[config.mk]
export PLATFORM = sky130hd
export DESIGN_NAME = mole_ctrl
export DESIGN_NICKNAME = d
export VERILOG_FILES = /design/src/rtl/whack_pkg.sv /design/src/rtl/tick_timer.sv /design/src/rtl/mole_ctrl.sv
export SDC_FILE = /design/constraint.sdc
export NUM_CORES = 1
export LEC_CHECK = 0
export ABC_AREA = 1
export CAP_MARGIN = 20
export CORE_UTILIZATION = 45
export CTS_CLUSTER_DIAMETER = 150
export DETAILED_ROUTE_END_ITERATION = 6
export PLACE_DENSITY_LB_ADDON = 0.1
export SKIP_CTS_REPAIR_TIMING = 1
export SYNTH_ARGS = -nofsm -noshare
export SYNTH_HDL_FRONTEND = slang
export SYNTH_SLANG_ARGS = --single-unit
[constraint.sdc]
create_clock -name clk -period 2.3 [get_ports clk]
set_input_delay 0.46 -clock clk [delete_from_list [all_inputs] [get_ports clk]]
set_output_delay 0.46 -clock clk [all_outputs]
set_load 0.02 [all_outputs]
[src/rtl/whack_pkg.sv]
// rtl/whack_pkg.sv - shared types, widths and default timing for the whack-a-mole controller
package whack_pkg;

    typedef enum logic [1:0] {
        ST_IDLE = 2'd0,
        ST_GAP  = 2'd1,
        ST_UP   = 2'd2,
        ST_DONE = 2'd3
    } state_e;

    localparam int RAND_W  = 5;
    localparam int HOLE_W  = 4;
    localparam int SCORE_W = 8;
    localparam int TIMER_W = 8;

    localparam int DEF_NUM_HOLES = 16;
    localparam int DEF_UP_TICKS  = 8;
    localparam int DEF_GAP_TICKS = 4;
    localparam int DEF_ROUNDS    = 20;

    function automatic logic [SCORE_W-1:0] sat_inc(input logic [SCORE_W-1:0] v);
        return (v == {SCORE_W{1'b1}}) ? v : v + 1'b1;
    endfunction

endpackage

[src/rtl/tick_timer.sv]
// rtl/tick_timer.sv - loadable down-counter advanced by a tick enable
module tick_timer #(
    parameter int W = 8
) (
    input  logic         clk,
    input  logic         rst_n,
    input  logic         en,
    input  logic         tick,
    input  logic         load,
    input  logic [W-1:0] load_val,
    output logic         zero,
    output logic         expire
);

    logic [W-1:0] count_q;
    logic [W-1:0] count_d;

    // Load has priority so a round can restart the timer on its final tick.
    always_comb begin
        count_d = count_q;
        if (load) begin
            count_d = load_val;
        end else if (en && tick && (count_q != '0)) begin
            count_d = count_q - 1'b1;
        end
    end

    always_ff @(posedge clk) begin
        if (!rst_n) begin
            count_q <= '0;
        end else begin
            count_q <= count_d;
        end
    end

    assign zero   = (count_q == '0);
    assign expire = en && tick && (count_q == W'(1));

endmodule

[src/rtl/mole_ctrl.sv]
// rtl/mole_ctrl.sv - round sequencer: samples the random source, shows a mole, judges hits
module mole_ctrl
    import whack_pkg::*;
#(
    parameter int NUM_HOLES = DEF_NUM_HOLES,
    parameter int UP_TICKS  = DEF_UP_TICKS,
    parameter int GAP_TICKS = DEF_GAP_TICKS,
    parameter int ROUNDS    = DEF_ROUNDS
) (
    input  logic                 clk,
    input  logic                 rst_n,
    input  logic                 tick,
    input  logic                 start,
    input  logic [RAND_W-1:0]    rand_in,
    input  logic                 hit_valid,
    input  logic [HOLE_W-1:0]    hit_idx,
    output logic [NUM_HOLES-1:0] mole_onehot,
    output logic [HOLE_W-1:0]    mole_idx,
    output logic                 mole_active,
    output logic [SCORE_W-1:0]   score,
    output logic [SCORE_W-1:0]   misses,
    output logic                 hit_pulse,
    output logic                 miss_pulse,
    output logic                 game_over
);

    localparam logic [HOLE_W-1:0] HOLE_MASK = HOLE_W'(NUM_HOLES - 1);

    state_e               state_q, state_d;
    logic [7:0]           rounds_q, rounds_d;
    logic [NUM_HOLES-1:0] mole_onehot_q, mole_onehot_d;
    logic [HOLE_W-1:0]    mole_idx_q, mole_idx_d;
    logic                 mole_active_q, mole_active_d;
    logic [SCORE_W-1:0]   score_q, score_d;
    logic [SCORE_W-1:0]   misses_q, misses_d;
    logic                 hit_pulse_q, hit_pulse_d;
    logic                 miss_pulse_q, miss_pulse_d;
    logic                 game_over_q, game_over_d;

    logic gap_load, gap_en, gap_zero, gap_expire;
    logic up_load, up_en, up_zero, up_expire;
    logic correct_hit, end_round;
    logic [HOLE_W-1:0] raw_idx, pick_idx;
    logic unused_ok;

    tick_timer #(.W(TIMER_W)) u_gap_timer (
        .clk      (clk),
        .rst_n    (rst_n),
        .en       (gap_en),
        .tick     (tick),
        .load     (gap_load),
        .load_val (TIMER_W'(GAP_TICKS)),
        .zero     (gap_zero),
        .expire   (gap_expire)
    );

    tick_timer #(.W(TIMER_W)) u_up_timer (
        .clk      (clk),
        .rst_n    (rst_n),
        .en       (up_en),
        .tick     (tick),
        .load     (up_load),
        .load_val (TIMER_W'(UP_TICKS)),
        .zero     (up_zero),
        .expire   (up_expire)
    );

    assign unused_ok = &{1'b0, gap_expire, up_zero};

    // The same hole twice in a row is bumped to its neighbour.
    assign raw_idx  = rand_in[HOLE_W-1:0] & HOLE_MASK;
    assign pick_idx = ((raw_idx == mole_idx_q) && (rounds_q != 8'd0))
                      ? ((raw_idx + 1'b1) & HOLE_MASK) : raw_idx;

    assign correct_hit = hit_valid && (hit_idx == mole_idx_q);

    always_comb begin
        state_d       = state_q;
        rounds_d      = rounds_q;
        mole_idx_d    = mole_idx_q;
        mole_active_d = mole_active_q;
        score_d       = score_q;
        misses_d      = misses_q;
        game_over_d   = game_over_q;
        hit_pulse_d   = 1'b0;
        miss_pulse_d  = 1'b0;
        gap_load      = 1'b0;
        up_load       = 1'b0;
        end_round     = 1'b0;
        gap_en        = (state_q == ST_GAP);
        up_en         = (state_q == ST_UP);

        case (state_q)
            ST_IDLE, ST_DONE: begin
                if (start) begin
                    state_d     = ST_GAP;
                    gap_load    = 1'b1;
                    rounds_d    = 8'd0;
                    score_d     = '0;
                    misses_d    = '0;
                    game_over_d = 1'b0;
                end
            end
            ST_GAP: begin
                if (gap_zero && (rand_in != '0)) begin
                    mole_idx_d    = pick_idx;
                    mole_active_d = 1'b1;
                    up_load       = 1'b1;
                    state_d       = ST_UP;
                end
            end
            ST_UP: begin
                // A hit on the expiry tick is scored; the miss is dropped.
                if (correct_hit) begin
                    hit_pulse_d = 1'b1;
                    score_d     = sat_inc(score_q);
                    end_round   = 1'b1;
                end else if (up_expire) begin
                    miss_pulse_d = 1'b1;
                    misses_d     = sat_inc(misses_q);
                    end_round    = 1'b1;
                end
                if (end_round) begin
                    mole_active_d = 1'b0;
                    rounds_d      = rounds_q + 8'd1;
                    if (rounds_d == 8'(ROUNDS)) begin
                        state_d     = ST_DONE;
                        game_over_d = 1'b1;
                    end else begin
                        state_d  = ST_GAP;
                        gap_load = 1'b1;
                    end
                end
            end
            default: state_d = ST_IDLE;
        endcase

        mole_onehot_d = mole_active_d ? (NUM_HOLES'(1) << mole_idx_d) : '0;
    end

    always_ff @(posedge clk) begin
        if (!rst_n) begin
            state_q       <= ST_IDLE;
            rounds_q      <= 8'd0;
            mole_onehot_q <= '0;
            mole_idx_q    <= '0;
            mole_active_q <= 1'b0;
            score_q       <= '0;
            misses_q      <= '0;
            hit_pulse_q   <= 1'b0;
            miss_pulse_q  <= 1'b0;
            game_over_q   <= 1'b0;
        end else begin
            state_q       <= state_d;
            rounds_q      <= rounds_d;
            mole_onehot_q <= mole_onehot_d;
            mole_idx_q    <= mole_idx_d;
            mole_active_q <= mole_active_d;
            score_q       <= score_d;
            misses_q      <= misses_d;
            hit_pulse_q   <= hit_pulse_d;
            miss_pulse_q  <= miss_pulse_d;
            game_over_q   <= game_over_d;
        end
    end

    assign mole_onehot = mole_onehot_q;
    assign mole_idx    = mole_idx_q;
    assign mole_active = mole_active_q;
    assign score       = score_q;
    assign misses      = misses_q;
    assign hit_pulse   = hit_pulse_q;
    assign miss_pulse  = miss_pulse_q;
    assign game_over   = game_over_q;

endmodule
==> qor.tcl, run 1 <==
set qor(transition_time_at_the_pin_with_the_least_slew_margin_ns) 0.400
set qor(min_path_type) {flop to flop}
set qor(clock_insertion_delay_worst_skew_ns) 0.35
set qor(cp_max_fo) 9
set qor(max_cap_violations) 0
set qor(wl_met1_mm) 3.67
set qor(clock_root_buffer) {sky130_fd_sc_hd__clkbuf_8}
set qor(detailedRoute.firstIterationViolations) 111
set qor(cpPeakStageDelay_ns) 0.51
set qor(port_buffers) 53
set qor(avgRoutedWirePerCell_um) 11.7
set qor(reg2reg_from) {u_gap_timer.count_q[0]}
set qor(avgSynthCellArea_um2) 7.07
set qor(post-route-period-util) 0.835
set qor(slew-limit-headroom) 0.731
set qor(final_layout_net_count) 599
set qor(power.leakage_nw) 1.87
set qor(cp-start-kind) {primary input}
set qor(reg2reg_slack_ns) 0.49
set qor(fp.dieArea_mm2) 0.00828
set qor(yosys_register_bits) 66
set qor(timing.reg2reg.worst_path_depth) 12
set qor(grt_pass1_wl_mm) 13.7
set qor(grt_start_max_net_pins) 21
set qor(synth_cell_types) 39
set qor(ys_top_cells_by_area) {sky130_fd_sc_hd__dfxtp_1 37%, sky130_fd_sc_hd__nand2_1 12%, sky130_fd_sc_hd__nor2_1 7.3%}
set qor(run_status) {complete, no violations}
set qor(number_of_antenna_violations_at_the_first_check_in_global_routing) 0
set qor(fin_util) 0.590
set qor(row_count) 32
set qor(cp_slowest_cell) {sky130_fd_sc_hd__clkdlybuf4s50_1}
set qor(layout_min_cycle_time_ns) 1.92
set qor(startpoint) {rand_in[1]}
set qor(rsz_0062_raised_after_global_routing) {false}
set qor(pwr_density_cell_mw_per_mm2) 1080
set qor(layout_setup_ws_ns) 0.380
set qor(dp_hpwl_mm) 6.02
set qor(layout-drive-gt1-share) 0.108
set qor(worst_ep_required_time_ns) 2.58
set qor(ir_drop_mv) 0.909
set qor(met2_length_mm) 3.77
set qor(dr.pass1.iters) 4
set qor(highest_layer) {met4}
set qor(final_hold_viol_count) 0
set qor(area_of_the_core_region_mm2) 0.00769
set qor(synthCells) 504
set qor(vias_per_cell) 5.01
set qor(die_y_um) 91.0
set qor(start_util) 0.463
set qor(clock-sinks) 66
set qor(syn-num-nets) 532
set qor(cts_max_path_buffers) 2
set qor(critical_path.cell_chain) {clkdlybuf4s50_1 -> inv_2 -> ha_1 -> nand4_1 -> nand2_4 -> nor2_8 -> inv_4 -> nand2_4 -> inv_2 -> a21oi_4 -> nand3_1 -> nor2_1}
set qor(postRouteWirelength_mm) 7.91
set qor(r2r-end) {mole_onehot[13]}
set qor(grt_remaining_overflow) 0
set qor(count_of_final_max_slew_check_failures) 0
set qor(post-synth-top-area-fraction) 0.371
set qor(synth_largest_area_cell) {sky130_fd_sc_hd__dfxtp_1}
set qor(synthesis.area_mm2) 0.00356
set qor(critical_path.top_delay_family) {simple AND/OR/NAND/NOR gates}
set qor(drt.antenna.violating_nets) 0
set qor(tritoncts) {yes}
set qor(worst_clock_skew_ns) 0.0112
set qor(syn_to_final_growth_pct) 27.3
set qor(wp_depth) 12
set qor(antennaDiodeCount) 0
set qor(pre_cts_slack_ns) 0.00301
set qor(ioPinCount) 54
set qor(drc_errors) 0
set qor(fmax_mhz) 521
set qor(setup.worst_path.end_class) {flop}
set qor(yosys_warnings) 0
set qor(setup_tns_ns) 0
set qor(synth-seq-area-share) 0.371
set qor(arrival_ns) 2.20
set qor(grt_usage) 0.205
set qor(finalSetupViolCount) 0
set qor(grt_pass1_vias) 3168
set qor(via_count) 3396
set qor(critical_path.endpoint) {mole_onehot[13]}
set qor(critical_path_buf_inv_count) 4
set qor(cts.htree.levels) 3
set qor(timing.setup.critical_path_class) {primary input to flop}
set qor(gp_routability_congestion) 0.842
set qor(die_width_um) 91.0
set qor(routed-wl-met3_um) 346
set qor(cts_inserted_buffers) 9
set qor(clkTransAtPathRegs_ns) 0.07
## cell usage in the layout, fill, tap and decap left out, types with 2 or more instances in the layout
master,count
sky130_fd_sc_hd__nor2_4,3
sky130_fd_sc_hd__nor2_2,3
sky130_fd_sc_hd__inv_1,55
sky130_fd_sc_hd__nand2_4,2
sky130_fd_sc_hd__bufinv_16,4
sky130_fd_sc_hd__xor2_1,14
sky130_fd_sc_hd__clkbuf_8,9
sky130_fd_sc_hd__ha_1,14
sky130_fd_sc_hd__xnor2_1,7
sky130_fd_sc_hd__a21oi_1,29
sky130_fd_sc_hd__a22oi_1,4
sky130_fd_sc_hd__dfxtp_1,66
sky130_fd_sc_hd__o21ai_1,3
sky130_fd_sc_hd__inv_2,8
sky130_fd_sc_hd__nand4_2,2
sky130_fd_sc_hd__buf_4,10
sky130_fd_sc_hd__nor2_1,69
sky130_fd_sc_hd__nand2_1,112
sky130_fd_sc_hd__or2_2,2
sky130_fd_sc_hd__nand3_2,4
sky130_fd_sc_hd__nand3_1,45
sky130_fd_sc_hd__nand3b_1,2
sky130_fd_sc_hd__nor3_1,5
sky130_fd_sc_hd__o21ai_0,12
sky130_fd_sc_hd__nand4_1,16
sky130_fd_sc_hd__nand2_2,7
sky130_fd_sc_hd__clkdlybuf4s50_1,53
## cells by family after synthesis
family                   share of synthesized area
multiplexers                               0.00281
flip-flops                                   0.371
adder cells (fa/ha/maj)                     0.0492
AO/OA/AOI/OAI                               0.0938
buffers and inverters                       0.0759
AND/OR/NAND/NOR                              0.356
XOR/XNOR                                    0.0516
## layout make-up
type,count,area (um^2)
Clock buffer,9,124
Clock inverter,7,141
Fill cell,756,3150
Inverter,64,243
Multi-Input combinational cell,367,1970
Sequential cell,66,1320
Tap cell,102,128
Timing Repair Buffer,63,606
## worst register-to-register path, stage by stage, from the launching register on
cell	delay [ns]
sky130_fd_sc_hd__dfxtp_1	0.32
sky130_fd_sc_hd__inv_1	0.13
sky130_fd_sc_hd__ha_1	0.19
sky130_fd_sc_hd__nand3_2	0.10
sky130_fd_sc_hd__nor2_4	0.17
sky130_fd_sc_hd__nand2_4	0.09
sky130_fd_sc_hd__nor2_8	0.18
sky130_fd_sc_hd__inv_4	0.09
sky130_fd_sc_hd__nand2_4	0.07
sky130_fd_sc_hd__inv_2	0.04
sky130_fd_sc_hd__a21oi_4	0.14
sky130_fd_sc_hd__nand3_1	0.12
sky130_fd_sc_hd__nor2_1	0.10
## flip-flops by register name, indices dropped and copies added, names as in the netlist, 2 cells and up
register and flops:
misses 8, mole_idx 4, mole_onehot 16, rounds_q 8, score 8, state_q 2
u_gap_timer.count_q 8, u_up_timer.count_q 8
## stage by stage
stage / cells / area (um^2) / hold slack [ns] / total power, mW
2_1_floorplan: 504 / 3560 / 0.444 / 3.08
3_3_place_gp: 662 / 4270 / 0.455 / 3.59
3_5_place_dp: 662 / 4270 / 0.456 / 3.62
4_1_cts: 678 / 4530 / 0.468 / 4.94
5_1_grt: 678 / 4530 / 0.493 / 5.27
6_report: 678 / 4530 / 0.464 / 4.90
## where the power goes
group,total (mW),internal [mW],switching (mW)
clock network,1.29,0.829,0.463
logic,2.11,0.749,1.37
registers,1.49,1.31,0.188
total,4.90,2.88,2.02
## how the worst min path moves through the flow
stage | start | end | cells after the start
after floorplan | u_up_timer.count_q[7] | u_up_timer.count_q[7] | 2
after global placement | u_up_timer.count_q[7] | u_up_timer.count_q[7] | 2
after detailed placement | u_up_timer.count_q[7] | u_up_timer.count_q[7] | 2
after CTS | u_up_timer.count_q[7] | u_up_timer.count_q[7] | 2
after global routing | u_up_timer.count_q[7] | u_up_timer.count_q[7] | 2
final | u_up_timer.count_q[7] | u_up_timer.count_q[7] | 2
## Yosys cell counts, drive strengths merged
| cell type | count |
|---|---|
| a211oi | 1 |
| a21oi | 30 |
| a22oi | 4 |
| a31oi | 1 |
| and3 | 1 |
| buf | 2 |
| clkbuf | 5 |
| dfxtp | 66 |
| ha | 14 |
| inv | 64 |
| mux2i | 1 |
| nand2 | 121 |
| nand3 | 49 |
| nand3b | 2 |
| nand4 | 18 |
| nor2 | 76 |
| nor3 | 5 |
| o21a | 1 |
| o21ai | 17 |
| o21bai | 1 |
| o22ai | 1 |
| o31ai | 1 |
| or2 | 2 |
| xnor2 | 7 |
| xor2 | 14 |
## routing by layer
| layer | GRT usage | vias up |
|---|---|---|
| li1 | - | 1756 |
| met1 | 0.243 | 1551 |
| met2 | 0.362 | 76 |
| met3 | 0.0369 | 13 |
| met4 | 0.0847 | 0 |
| met5 | 0 | - |
Note: power is estimated with default switching activity, not from simulation.
==> run 2, diff against run 1 <==
- clock period: 2.3 -> 1.9 ns (I/O delays scaled with it)
==> run 2 against run 1 <==
  * Critical path depth fell by 11
  * Total power rose by 32%
  * Sequential share of layout area fell by 1.6 points
  * Routed wire length rose by 5.6%
  * Highest routed layer unchanged
  * Clock power rose by 24%
  * Core utilization rose by 3.8 points
  * Clock-buffer cell count rose by 1
  * Register-to-register slack got worse by 0.36 ns
==> qor.tcl, run 2 (synthesis results as in run 1) <==
set qor(run_status) {complete, no violations}
set qor(arrival_ns) 1.44
set qor(cp-start-kind) {flop}
set qor(grt_usage) 0.214
set qor(critical_path.cell_chain) {clkdlybuf4s50_1}
set qor(count_of_final_max_slew_check_failures) 0
set qor(area_of_the_core_region_mm2) 0.00769
set qor(detailedRoute.firstIterationViolations) 150
set qor(drt.antenna.violating_nets) 0
set qor(critical_path_buf_inv_count) 1
set qor(largest_register_ff_count) 16
set qor(fp.dieArea_mm2) 0.00828
set qor(power.leakage_nw) 2.04
set qor(die_width_um) 91.0
set qor(max_cap_violations) 0
set qor(multiInputGateArea_mm2) 0.00203
set qor(grt_start_max_net_pins) 21
set qor(transition_time_at_the_pin_with_the_least_slew_margin_ns) 0.410
set qor(row_count) 32
set qor(slew-limit-headroom) 0.723
set qor(final_hold_viol_count) 0
set qor(dr.pass1.iters) 4
set qor(layout_min_cycle_time_ns) 1.82
set qor(vias_per_cell) 4.95
set qor(layout.cells.most_common) {sky130_fd_sc_hd__nand2_1}
set qor(gp_routability_congestion) 0.878
set qor(clock_root_buffer) {sky130_fd_sc_hd__clkbuf_8}
set qor(fillerInstances) 724
set qor(grt_pass1_vias) 3226
set qor(dp_hpwl_mm) 6.25
set qor(pwr_density_cell_mw_per_mm2) 1340
set qor(layout_setup_ws_ns) 0.0779
set qor(setup_tns_ns) 0
set qor(layout-drive-gt1-share) 0.175
set qor(min_path_type) {flop to flop}
set qor(rsz_0062_raised_after_global_routing) {true}
set qor(postRouteWirelength_mm) 8.35
set qor(finalSetupViolCount) 0
set qor(clock-sinks) 66
set qor(setup.worst_path.end_class) {output pin}
set qor(critical_path.top_delay_family) {buffers and inverters}
set qor(cp_max_fo) 5
set qor(clock_insertion_delay_worst_skew_ns) 0.34
set qor(post-route-period-util) 0.959
set qor(pre_cts_slack_ns) -0.264
set qor(worst_clock_skew_ns) 0.0102
set qor(cts_inserted_buffers) 9
set qor(grt_pass1_wl_mm) 14.4
set qor(final_layout_net_count) 627
set qor(worst_slack_on_hold_paths_ns) 0.467
set qor(via_count) 3493
set qor(drc_errors) 0
set qor(fmax_mhz) 549
set qor(cpPeakStageDelay_ns) 0.65
set qor(grt_remaining_overflow) 0
set qor(start_util) 0.463
set qor(final_design_area_no_fill_mm2) 0.00482
set qor(syn_to_final_growth_pct) 35.4
set qor(timing.setup.critical_path_class) {flop to output pin}
set qor(worst_ep_required_time_ns) 1.52
set qor(die_y_um) 91.0
set qor(layout.cells.most_common_list) {111 x sky130_fd_sc_hd__nand2_1, 65 x sky130_fd_sc_hd__nor2_1, 61 x sky130_fd_sc_hd__dfxtp_1}
set qor(clkTransAtPathRegs_ns) 0.07
set qor(register_area_mm2) 0.00133
set qor(ioPinCount) 54
set qor(number_of_antenna_violations_at_the_first_check_in_global_routing) 0
set qor(port_buffers) 53
set qor(ir_drop_mv) 0.934
set qor(postPlaceCellArea_mm2) 0.00443
set qor(avgRoutedWirePerCell_um) 11.8
set qor(tritoncts) {yes}
set qor(antennaDiodeCount) 0
set qor(cts.htree.levels) 3
set qor(cts_max_path_buffers) 2
set qor(cp_slowest_cell) {sky130_fd_sc_hd__clkdlybuf4s50_1}
run 2: cell types whose count changed in the layout (fill, tap and decap cells not counted), moves of 3 or more:
| cell | previous run | this run |
|---|---|---|
| sky130_fd_sc_hd__dfxtp_2 | 0 | 5 |
| sky130_fd_sc_hd__buf_4 | 10 | 35 |
| sky130_fd_sc_hd__clkdlybuf4s50_1 | 53 | 50 |
| sky130_fd_sc_hd__nand3_1 | 45 | 41 |
| sky130_fd_sc_hd__dlymetal6s2s_1 | 0 | 3 |
| sky130_fd_sc_hd__nand3_2 | 4 | 8 |
| sky130_fd_sc_hd__nor2_2 | 3 | 7 |
| sky130_fd_sc_hd__nor2_1 | 69 | 65 |
| sky130_fd_sc_hd__dfxtp_1 | 66 | 61 |
run 2: stage by stage:
step	util	cells	total power, mW
finish	0.627	706	6.47
global route	0.627	706	6.93
CTS	0.612	700	6.23
detailed placement	0.577	684	4.60
global placement	0.577	684	4.57
floorplan	-	504	3.73
run 2: cell type report:
cell class,instances,share of cell area
Clock inverter,6,0.0283
Timing Repair Buffer,90,0.171
Inverter,64,0.0503
Tap cell,102,0.0265
Multi-Input combinational cell,368,0.420
Clock buffer,10,0.0285
Sequential cell,66,0.275
run 2: final timing paths:
kind,startpoint,slack [ns],cells past startpoint,endpoint
min reg2reg,u_up_timer.count_q[7],0.47,2,u_up_timer.count_q[7]
max reg2reg,state_q[0],0.13,11,misses[6]
max,mole_idx[3],0.08,1,mole_idx[3]
min,u_up_timer.count_q[7],0.47,2,u_up_timer.count_q[7]
run 2: report_power, final:
part | internal (mW) | switching [mW]
Combinational | 1.22 | 1.83
Clock | 1.05 | 0.557
Sequential | 1.59 | 0.232
run 2: routing by layer:
metal | vias up | GRT usage | routed length (um)
met3 | 4 | 0.0302 | 356
met4 | 0 | 0.0754 | 56
met5 | - | 0 | 0
met2 | 76 | 0.369 | 4000
li1 | 1818 | - | -
met1 | 1595 | 0.274 | 3940
run 2: worst min-delay path: stages, from the launching register on:
cell	delay, ns
sky130_fd_sc_hd__dfxtp_1	0.31
sky130_fd_sc_hd__nand2_1	0.06
sky130_fd_sc_hd__a21oi_1	0.05
